$ cat src/rtl/mano_seq_dcd_pkg.sv
// mano_seq_dcd_pkg: shared widths, timing indices and one-hot helper for the Mano sequence/opcode decoder.
package mano_seq_dcd_pkg;
  localparam int SC_W_DEF = 4;
  localparam int OP_W_DEF = 3;
  localparam int T_FETCH  = 0;
  localparam int T_DECODE = 2;
  localparam int OH_MAX   = 256;
  function automatic logic [OH_MAX-1:0] onehot(input int unsigned n);
    return {{(OH_MAX-1){1'b0}}, 1'b1} << n;
  endfunction
endpackage

$ cat src/rtl/mano_seq_dcd_dcd_n.sv
// dcd_n: parametrised combinational N-to-2**N one-hot decoder.
module dcd_n #(
  parameter int N = 3
) (
  input  logic [N-1:0]      i_sel,
  output logic [2**N-1:0]   o_onehot
);
  always_comb begin
    o_onehot = '0;
    o_onehot[i_sel] = 1'b1;
  end
endmodule

$ cat src/rtl/mano_seq_dcd.sv
// mano_seq_dcd: Mano sequence counter with registered one-hot T/D decode; MANO_ONEHOT_CHK_EN adds a sticky one-hot checker on err.
module mano_seq_dcd
  import mano_seq_dcd_pkg::*;
#(
  parameter int SC_W = SC_W_DEF,
  parameter int OP_W = OP_W_DEF
) (
  input  logic              clk,
  input  logic              rst,
  input  logic              en,
  input  logic              clr,
  input  logic              inr,
  input  logic              load,
  input  logic [SC_W-1:0]   load_val,
  input  logic              op_ld,
  input  logic [OP_W-1:0]   op,
  output logic [SC_W-1:0]   sc,
  output logic [2**SC_W-1:0] T,
  output logic [2**OP_W-1:0] D,
  output logic              wrap,
  output logic              err
);
  localparam int NT = 2**SC_W;
  localparam int ND = 2**OP_W;
  logic [SC_W-1:0] r_sc, w_sc_next;
  logic [OP_W-1:0] r_op;
  logic [NT-1:0]   r_t, w_t_next;
  logic [ND-1:0]   r_d, w_d_next;
  logic            r_wrap, w_ld_ok, w_inr_ok, w_wrap_next;
  assign w_ld_ok     = load & en;
  assign w_inr_ok    = inr & en;
  assign w_wrap_next = ~clr & ~w_ld_ok & w_inr_ok & (&r_sc);
  always_comb begin
    w_sc_next = clr ? '0 : w_ld_ok ? load_val : w_inr_ok ? r_sc + 1'b1 : r_sc;
  end
  // T is decoded from the next count so it always lines up with sc
  dcd_n #(.N(SC_W)) u_dcd_t (.i_sel(w_sc_next), .o_onehot(w_t_next));
  dcd_n #(.N(OP_W)) u_dcd_d (.i_sel(op),        .o_onehot(w_d_next));
  always_ff @(posedge clk) begin
    if (rst) begin
      r_sc   <= '0;
      r_t    <= NT'(onehot(T_FETCH));
      r_op   <= '0;
      r_d    <= ND'(onehot(0));
      r_wrap <= 1'b0;
    end else begin
      r_sc   <= w_sc_next;
      r_t    <= w_t_next;
      r_wrap <= w_wrap_next;
      if (op_ld) begin
        r_op <= op;
        r_d  <= w_d_next;
      end
    end
  end
`ifdef MANO_ONEHOT_CHK_EN
  logic r_err, w_bad;
  logic [NT-1:0] w_t_exp;
  logic [ND-1:0] w_d_exp;
  assign w_t_exp = NT'(onehot(32'(r_sc)));
  assign w_d_exp = ND'(onehot(32'(r_op)));
  assign w_bad   = (r_t != w_t_exp) | (r_d != w_d_exp) | ~$onehot(r_t) | ~$onehot(r_d);
  always_ff @(posedge clk) begin
    if (rst) r_err <= 1'b0;
    else     r_err <= r_err | w_bad;
  end
  assign err = r_err;
`else
  assign err = 1'b0;
`endif
  assign sc   = r_sc;
  assign T    = r_t & {NT{en}};
  assign D    = r_d & {ND{en}};
  assign wrap = r_wrap;
endmodule
$ cat config.mk
export PLATFORM = sky130hd
export DESIGN_NAME = mano_seq_dcd
export DESIGN_NICKNAME = d
export VERILOG_FILES = /design/src/rtl/mano_seq_dcd_pkg.sv /design/src/rtl/mano_seq_dcd_dcd_n.sv /design/src/rtl/mano_seq_dcd.sv
export SDC_FILE = /design/constraint.sdc
export NUM_CORES = 1
export LEC_CHECK = 0
export BUFFER_PORTS_ARGS = -buffer_cell sky130_fd_sc_hd__buf_4
export CAP_MARGIN = 0
export CORE_UTILIZATION = 30
export CTS_BUF_LIST = sky130_fd_sc_hd__clkbuf_4
export CTS_CLUSTER_SIZE = 30
export DETAILED_ROUTE_END_ITERATION = 10
export PLACE_DENSITY = 0.52
export SYNTH_ARGS = -nofsm -noshare
export SYNTH_HDL_FRONTEND = slang
export SYNTH_SLANG_ARGS = --single-unit
$ cat constraint.sdc
create_clock -name clk -period 2.25 [get_ports clk]
set_input_delay 0.3375 -clock clk [delete_from_list [all_inputs] [get_ports clk]]
set_output_delay 0.3375 -clock clk [all_outputs]
set_load 0.005 [all_outputs]
Word-level counts from Yosys, hierarchy flattened
Index checks and enable logic that the tools add are counted.

Output and inout bits: 30. Register bits after elaboration: 29. Logic and storage cells: 28.

Magnitude comparators: 4. Mux-type cells: 7. $add $sub $neg: 1. Reductions and logical operators: 3. Bitwise logic cells: 9.

Operators with widths (number): $and 16x16->16 (1); $mux 4 (3); $and 8x8->8 (1); $and 1x1->1 (5); $lt 4x5->1 const B (1); $add 4x1->4 const B (1); $demux 1 s4 (1); $ge 4x1->1 const B (1); $lt 3x4->1 const B (1); $reduce_and 4->1 (1); $demux 1 s3 (1); $ge 3x1->1 const B (1); $logic_and 1x1->1 (2); $mux 1 (2); $not 1->1 (2).

Depth between registers and ports, before layout
Gate-level depths: netlist (run 1).

Depth after elaboration: 8. Gate-level depth with buffers: 6. Depth with buffers taken out: 6.

Cells and area by module
From an unflattened synthesis (run 1), not the netlist that was laid out.

Cell total of the unflattened synthesis: 153. Area, all modules: 1498.9 sq um.

By module, submodules not included: mano_seq_dcd (area each 1207.4 sq um, times used 1, seq. area each 580.6 sq um, cells an instance 125); dcd_n at u_dcd_t (area each 226.5 sq um, times used 1, seq. area each 0.0 sq um, cells an instance 20); dcd_n at u_dcd_d (area each 65.1 sq um, times used 1, seq. area each 0.0 sq um, cells an instance 8).

Least setup slack after synthesis (run 1)
OpenSTA, ideal clock, no wires.

Path type: input -> register. From: in load. To: reg r_t[10]. Data required time: 2.184 ns. Arrival time: 1.625 ns. Cell stages on the path: 5. Slack: 0.559 ns. Path buffers: 1. Cells stage by stage: buf_2 > or4_1 > and3_4 > or3b_4 > nor2_1.

Longest elaborated chain between the ends: 7. Elaborated cells between the ends (all ways): 8. Classes of those cells: 2 x order compare; 4 x mux; 1 x bitwise; 1 x reduce/logical.

Ends and longest elaborated chain: from (decl) (line mano_seq_dcd.sv:13) `input logic load,`; $and 1x1->1 (*) (line mano_seq_dcd.sv:30) `assign w_ld_ok = load & en;`; $mux 4 (*) (2 in series) (line mano_seq_dcd.sv:34) `w_sc_next = clr ? '0 : w_ld_ok ? load_val : w_inr_ok ? r_sc + 1'b1 : r_sc;`; $lt 4x5->1 (not written as such) / $ge 4x1->1 (equally long branches) (line mano_seq_dcd_dcd_n.sv:10) `o_onehot[i_sel] = 1'b1;`; $logic_and 1x1->1 (not written as such) (line mano_seq_dcd_dcd_n.sv:10); $mux 1 (not written as such) (line mano_seq_dcd_dcd_n.sv:10); $demux 1 s4 (*); to (signal assigned) (line mano_seq_dcd.sv:42) `r_t <= NT'(onehot(T_FETCH));`; to (signal assigned) (line mano_seq_dcd.sv:48) `r_t <= w_t_next;`; to (decl) (line mano_seq_dcd.sv:27) `logic [NT-1:0] r_t, w_t_next;`.

Every way passes the cells marked *; elsewhere a longest branch is shown, timed or not. A chain may end at the register's enable or synchronous reset.

Worst setup path after layout (run 1)
From: reg r_sc[0], in the netlist sc[0]. To: reg r_t[5].

Longest elaborated chain between the ends: 8. Elaborated cells between the ends (all ways): 9. Classes of those cells: 1 x add/sub; 2 x order compare; 5 x mux; 1 x reduce/logical.

Ends and longest elaborated chain: from (decl) (line mano_seq_dcd.sv:25) `logic [SC_W-1:0] r_sc, w_sc_next;`; from (signal assigned) (line mano_seq_dcd.sv:47) `r_sc <= w_sc_next;`; $add 4x1->4 (line mano_seq_dcd.sv:34); $mux 4 (*) (3 in series) (line mano_seq_dcd.sv:34); $lt 4x5->1 (not written as such) / $ge 4x1->1 (equally long branches) (line mano_seq_dcd_dcd_n.sv:10); $logic_and 1x1->1 (not written as such) (line mano_seq_dcd_dcd_n.sv:10); $mux 1 (not written as such) (line mano_seq_dcd_dcd_n.sv:10); $demux 1 s4 (*).

Marked as above.

==> run_results.csv, run 1 <==
group,metric,value,unit
route,drt_iter0_drc,33,
route,post_drt_via_cell_ratio,4.79,
pwr,vdd_drop_max,0.256,mV
final_layout,nFillCells,436,
timing,period_share,79.8,%
logic_synthesis,syn_area,1270,µm²
route,wl_met3,123,µm
timing,finalClockSkew,0.00555,ns
final_layout,drive_gt1_share,30.9,%
global_route,grt_pass1_wl,4.75,mm
critical_path,crit_type,"reg2reg",
timing,maxSlewViolCount,0,
timing,rsz0062_at_grt,"false",
timing,fmax,557,MHz
logic_synthesis,synth_area_leader_cell,"dfxtp_1",
route,wl,2.85,mm
logic_synthesis,synth.top_cell.area_share,45.6,%
floorplanning,coreArea,4030,µm²
status,status,"completed",
logic_synthesis,ys_seq_area_share,45.6,%
worst_hold_path,hp-class,"in2reg",
pwr,power.density,566,nW/µm²
placed_design,gp_congestion,0.844,
timing,post-route-min-period,1.80,ns
cts,cts-root-buf,"clkbuf_4",
timing,hold_viol,0,
placed_design,place_area,1620,µm²
logic_synthesis,synth_edf_count,0,
logic_synthesis,synth_top_family_by_area,"simple AND/OR/NAND/NOR gates",
route,drc_errors,0,
final_layout,area_growth,31.4,%
global_route,antenna_found_initial,0,
critical_path,path_delay_family,"simple AND/OR/NAND/NOR gates",
final_layout,final-instance-count-excl-fill,238,
critical_path,cp.arrival,2.05,ns
cts,clock_latency,0.31,ns
cts,cts_setup_buffers,0,
critical_path,crit_required,2.50,ns
cts,cts_buffer_depth,2,
logic_synthesis,synth_fa_ha_area_share,0.983,%
floorplanning,dieHeight,67.1,µm
global_route,grt_max_degree,35,
global_route,grt_pass1_vias,1091,
job,cap_violations,0,
floorplanning,die_w,67.1,µm
logic_synthesis,yosysMostFrequentCell,"dfxtp_1",
final_layout,fin_util,41.5,%
logic_synthesis,yosys_warnings,0,
cts,htree_num_levels,2,
logic_synthesis,synth-simple-area-share,36.2,%
placed_design,dpl.cell_count,230,
critical_path,crit_slowest_cell,"dfxtp_1",
cts,ctsHoldBuffers,0,
logic_synthesis,synthCells,146,
route,wl_met2,1.39,mm
logic_synthesis,synth_compound_area_share,11.2,%
pwr,finalPower,945,µW
critical_path,path_cells,"ha_1, nand3b_1, a21oi_1, nor3_1, or3_1, nor2_1",
critical_path,end_kind,"flip-flop",
placed_design,port_buffers,42,
logic_synthesis,muxShareOfSynthArea,1.57,%
cts,cts_buffers,5,
logic_synthesis,ys_types,40,
final_layout,fin_nets,202,
cts,cts.sinks,29,
critical_path,crit_buf_inv,0,
critical_path,slowest_delay,0.44,ns
cts,cts_resized,0,
timing,tns,0,ns
logic_synthesis,synthXorXnorAreaFrac,0,%
cts,cts_tree,"done",
logic_synthesis,avgSynthCellArea,8.72,µm²
route,post_drt_wl_per_cell,12.0,µm
critical_path,startpoint_type,"flip-flop",
logic_synthesis,ys_ff_latch,29,
placed_design,hpwl,2.04,mm
route,drtAntennaViolNets,0,
cts,clk_pin_slew,0.09,ns
logic_synthesis,synth_flop_cell,"dfxtp_1",
floorplanning,ios,44,
logic_synthesis,syn_nets,161,
pwr,p_leak,0.712,nW
floorplanning,initial_core_util,31.6,%
logic_synthesis,yosys-top-cells-area,"dfxtp_1, and2_1, nor2_1",
critical_path,critPathMaxFanout,6,
floorplanning,rows,23,
logic_synthesis,synth_commonest_cells,"dfxtp_1, and2_1, nor2_1",
route,drt-met1-wl,1.32,mm
logic_synthesis,postSynth.asyncResetShare,0,%
route,route.top_layer_used,"met4",
global_route,grt_usage,14.1,%
route,dr.pass1.iters,4,
global_route,globalRoute.totalOverflow,0,
floorplanning,dieArea,4510,µm²
route,dr_total_vias,1140,
timing,finalSetupViolations,0,
final_layout,num_antenna_cells,0,
final_layout,fin_area,1670,µm²
[cells in the final DEF (no fill, tap or decap), types with 2 or more instances in the layout]
master / instances
nor4_1: 2
nand4b_1: 3
nor3_1: 3
o21ai_0: 3
inv_1: 3
nor3b_1: 2
nand2_1: 6
and2_1: 24
o22ai_1: 3
clkinv_2: 2
dfxtp_1: 29
nor2_1: 19
clkbuf_4: 6
a21oi_1: 8
buf_4: 43
mux2i_1: 2
nand4_1: 2
nand3_1: 2
nand2b_1: 6
[layout make-up]
cell class                      instances  area, µm²  area share [%]
Clock buffer                            6       45.0            2.69
Sequential cell                        29        581            34.7
Multi-Input combinational cell        105        639            38.2
Tap cell                               50       62.6            3.74
Clock inverter                          2       10.0           0.599
Timing Repair Buffer                   43        323            19.3
Inverter                                3       11.3           0.674
[path summary, 6_finish.rpt]
check	start	to	slack (ns)	cells past startpoint
hold reg to reg	r_d[6]	r_d[6]	0.47	2
setup / recovery	sc[0]	r_t[5]	0.45	6
setup reg to reg	sc[0]	r_t[5]	0.45	6
hold / removal	clr	sc[3]	0.30	2
[state kept, by name, summed over array words and instances (netlist names)]
signal / flops
wrap: 1
r_t: 16
sc: 4
r_d: 8
[routing by layer]
layer	track usage [%]	up-vias
li1	-	581
met1	16.6	530
met2	24.0	27
met3	4.11	2
met4	5.05	0
met5	0	-
[metrics by stage]
| stage | hold slack [ns] | worst slack [ns] |
|---|---|---|
| finish | 0.300 | 0.454 |
| detailed placement | 0.456 | 0.342 |
| global placement | 0.453 | 0.397 |
| CTS | 0.275 | 0.434 |
| floorplan | 0.414 | 0.559 |
| global route | 0.283 | 0.327 |
[logic make-up (layout without fill, tap and decap cells)]
family                     after synthesis  in the layout
other                                    1              1
AOI/OAI and AO/OA                       22             22
buffers and inverters                   12             54
and+or+nand+nor                         79             79
adders and majority gates                1              1
DFF                                     29             29
muxes                                    2              2
[report_power, final]
group	total, mW	switching, mW	leakage [nW]	internal (mW)
Combinational	0.117	0.0613	0.442	0.0559
Sequential	0.530	0.00632	0.235	0.524
Clock	0.298	0.167	0.0354	0.131
[worst register-to-register path, cell delays in order, from the launching register on]
cell	delay, ns
dfxtp_1	0.44
ha_1	0.26
nand3b_1	0.15
a21oi_1	0.27
nor3_1	0.10
or3_1	0.39
nor2_1	0.13
No activity file was read; power rests on OpenSTA's default activity.
==> run 2, diff against run 1 <==
Settings changed: PLACE_DENSITY 0.52 to 0.54.
Clock period 2.25 ns to 1.5 ns, I/O delays scaled along.
==> run_results.csv, run 2 (synthesis results as in run 1) <==
group,metric,value,unit
pwr,p_leak,0.836,nW
critical_path,startpoint_type,"flip-flop",
timing,period_share,108,%
route,drc_errors,0,
global_route,globalRoute.totalOverflow,0,
timing,tns,-1.24,ns
floorplanning,die_w,67.1,µm
critical_path,rr_startpoint,"sc[0]",
worst_hold_path,hp-class,"in2reg",
critical_path,worst_r2r_endpoint,"r_t[9]",
final_layout,num_antenna_cells,0,
timing,post-route-min-period,1.62,ns
status,status,"finished, violations left",
global_route,grt_max_degree,17,
route,drtAntennaViolNets,0,
critical_path,slowest_delay,0.41,ns
pwr,p_int,1.08,mW
global_route,antenna_found_initial,0,
cts,cts.sinks,29,
worst_hold_path,hold_depth,2,
global_route,grt_usage,16.6,%
final_layout,fin_nets,223,
pwr,p_comb_share,17.3,%
critical_path,cp.arrival,1.88,ns
worst_hold_path,holdPathEnd,"sc[2]",
pwr,vdd_drop_max,0.356,mV
floorplanning,initial_core_util,31.6,%
cts,htree_num_levels,2,
final_layout,area_growth,54.4,%
worst_hold_path,min_from,"clr",
cts,clk_pin_slew,0.08,ns
final_layout,final_common_cell,"buf_4",
placed_design,pre_cts_ws,-0.125,ns
final_layout,layout_common_cells,"buf_4, dfxtp_1, and2_1",
global_route,grt_pass1_vias,1171,
cts,clock_latency,0.32,ns
floorplanning,coreArea,4030,µm²
final_layout,nFillCells,417,
critical_path,crit_slowest_cell,"or3b_4",
critical_path,path_delay_family,"simple AND/OR/NAND/NOR gates",
critical_path,crit_type,"reg2reg",
floorplanning,dieHeight,67.1,µm
timing,rsz0062_at_grt,"true",
timing,hold_viol,0,
pwr,power.density,747,nW/µm²
floorplanning,rows,23,
job,cap_violations,0,
final_layout,final-instance-count-excl-fill,259,
timing,fmax,617,MHz
timing,setup_ws,-0.122,ns
critical_path,critPathMaxFanout,5,
critical_path,crit_required,1.76,ns
critical_path,end_kind,"flip-flop",
route,dr_total_vias,1223,
pwr,switching_share,26.2,%
placed_design,dpl.cell_count,244,
final_layout,largest_reg_flops,16,
status,violations,"setup timing",
placed_design,hpwl,2.41,mm
floorplanning,dieArea,4510,µm²
timing,finalSetupViolations,14,
pwr,seq_power_share,54.0,%
route,post_drt_wl_per_cell,12.9,µm
route,drt_iter0_drc,41,
final_layout,largest-register,"r_t",
timing,maxSlewViolCount,0,
timing,finalClockSkew,0.00353,ns
placed_design,port_buffers,42,
final_layout,drive_gt1_share,47.8,%
global_route,grt_pass1_wl,5.44,mm
critical_path,r2r_cells,5,
cts,cts_buffers,5,
route,wl,3.35,mm
critical_path,crit_cells,5,
critical_path,crit_buf_inv,0,
route,dr.pass1.iters,4,
floorplanning,ios,44,
cts,cts_buffer_depth,2,
cts,cts_tree,"done",
cts,cts-root-buf,"clkbuf_4",
placed_design,gp_congestion,0.854,
critical_path,path_cells,"nand3_2, or4_1, and3_4, or3b_4, nor2_1",
pwr,pwr-share-clk,28.7,%
route,post_drt_via_cell_ratio,4.72,
critical_path,reg2reg_slack,-0.12,ns
pwr,switchingPower,385,µW
## run 2: layout make-up
type	count	area [µm²]	share of cell area, %
clock inverter	3	12.5	0.637
tap	50	62.6	3.18
clock buffer	5	37.5	1.91
sequential	29	589	30.0
multi-input combinational	105	751	38.2
inverter	3	11.3	0.573
timing repair buffer	64	500	25.5
## run 2: worst register-to-register path, stage by stage (launching register included)
cell,delay [ns]
dfxtp_4,0.38
nand3_2,0.10
or4_1,0.40
and3_4,0.19
or3b_4,0.41
nor2_1,0.09
## run 2: layer usage
metal / global-route usage, % / share of wire (%) / vias to the layer above
li1: - / - / 625
met1: 20.4 / 43 / 557
met2: 26.9 / 50 / 36
met3: 5.48 / 5.5 / 5
met4: 5.59 / 1.6 / 0
met5: 0 / 0 / -
## run 2: stage by stage
stage | utilization (%) | total power [mW] | cell area, µm² | hold slack, ns
after floorplan | - | 0.919 | 1320 | 0.301
after detailed placement | 44.0 | 1.03 | 1770 | 0.458
final | 48.8 | 1.47 | 1960 | 0.189
after CTS | 46.1 | 1.47 | 1860 | 0.147
after global routing | 48.8 | 1.56 | 1960 | 0.185
after global placement | 44.0 | 1.03 | 1770 | 0.453
## run 2: timing repair
action | in CTS | in global routing
endpoints found under the setup margin | 16 | 17
setup buffers | 3 | 4
endpoints found under the hold margin | 0 | 0
hold buffers | 0 | 0
resized for setup | 5 | 19
gates cloned | 0 | 0
pin swaps | 14 | 13
## run 2: how the worst max path moves through the flow
stage / to / from / slack, ns
after floorplan: r_t[8] / sc[2] / -0.06
after global placement: r_t[9] / load / -0.1
after detailed placement: r_t[10] / load / -0.13
after CTS: r_t[10] / sc[0] / -0.11
after global routing: r_t[5] / sc[0] / -0.19
final: r_t[9] / sc[0] / -0.12
## run 2: power groups by stage
stage          logic (mW)  registers, mW  clock network [mW]
2_1_floorplan       0.108          0.811                   0
3_3_place_gp        0.216          0.811                   0
3_5_place_dp        0.220          0.811                   0
4_1_cts             0.228          0.793               0.446
5_1_grt             0.276          0.795               0.494
6_report            0.253          0.793               0.422
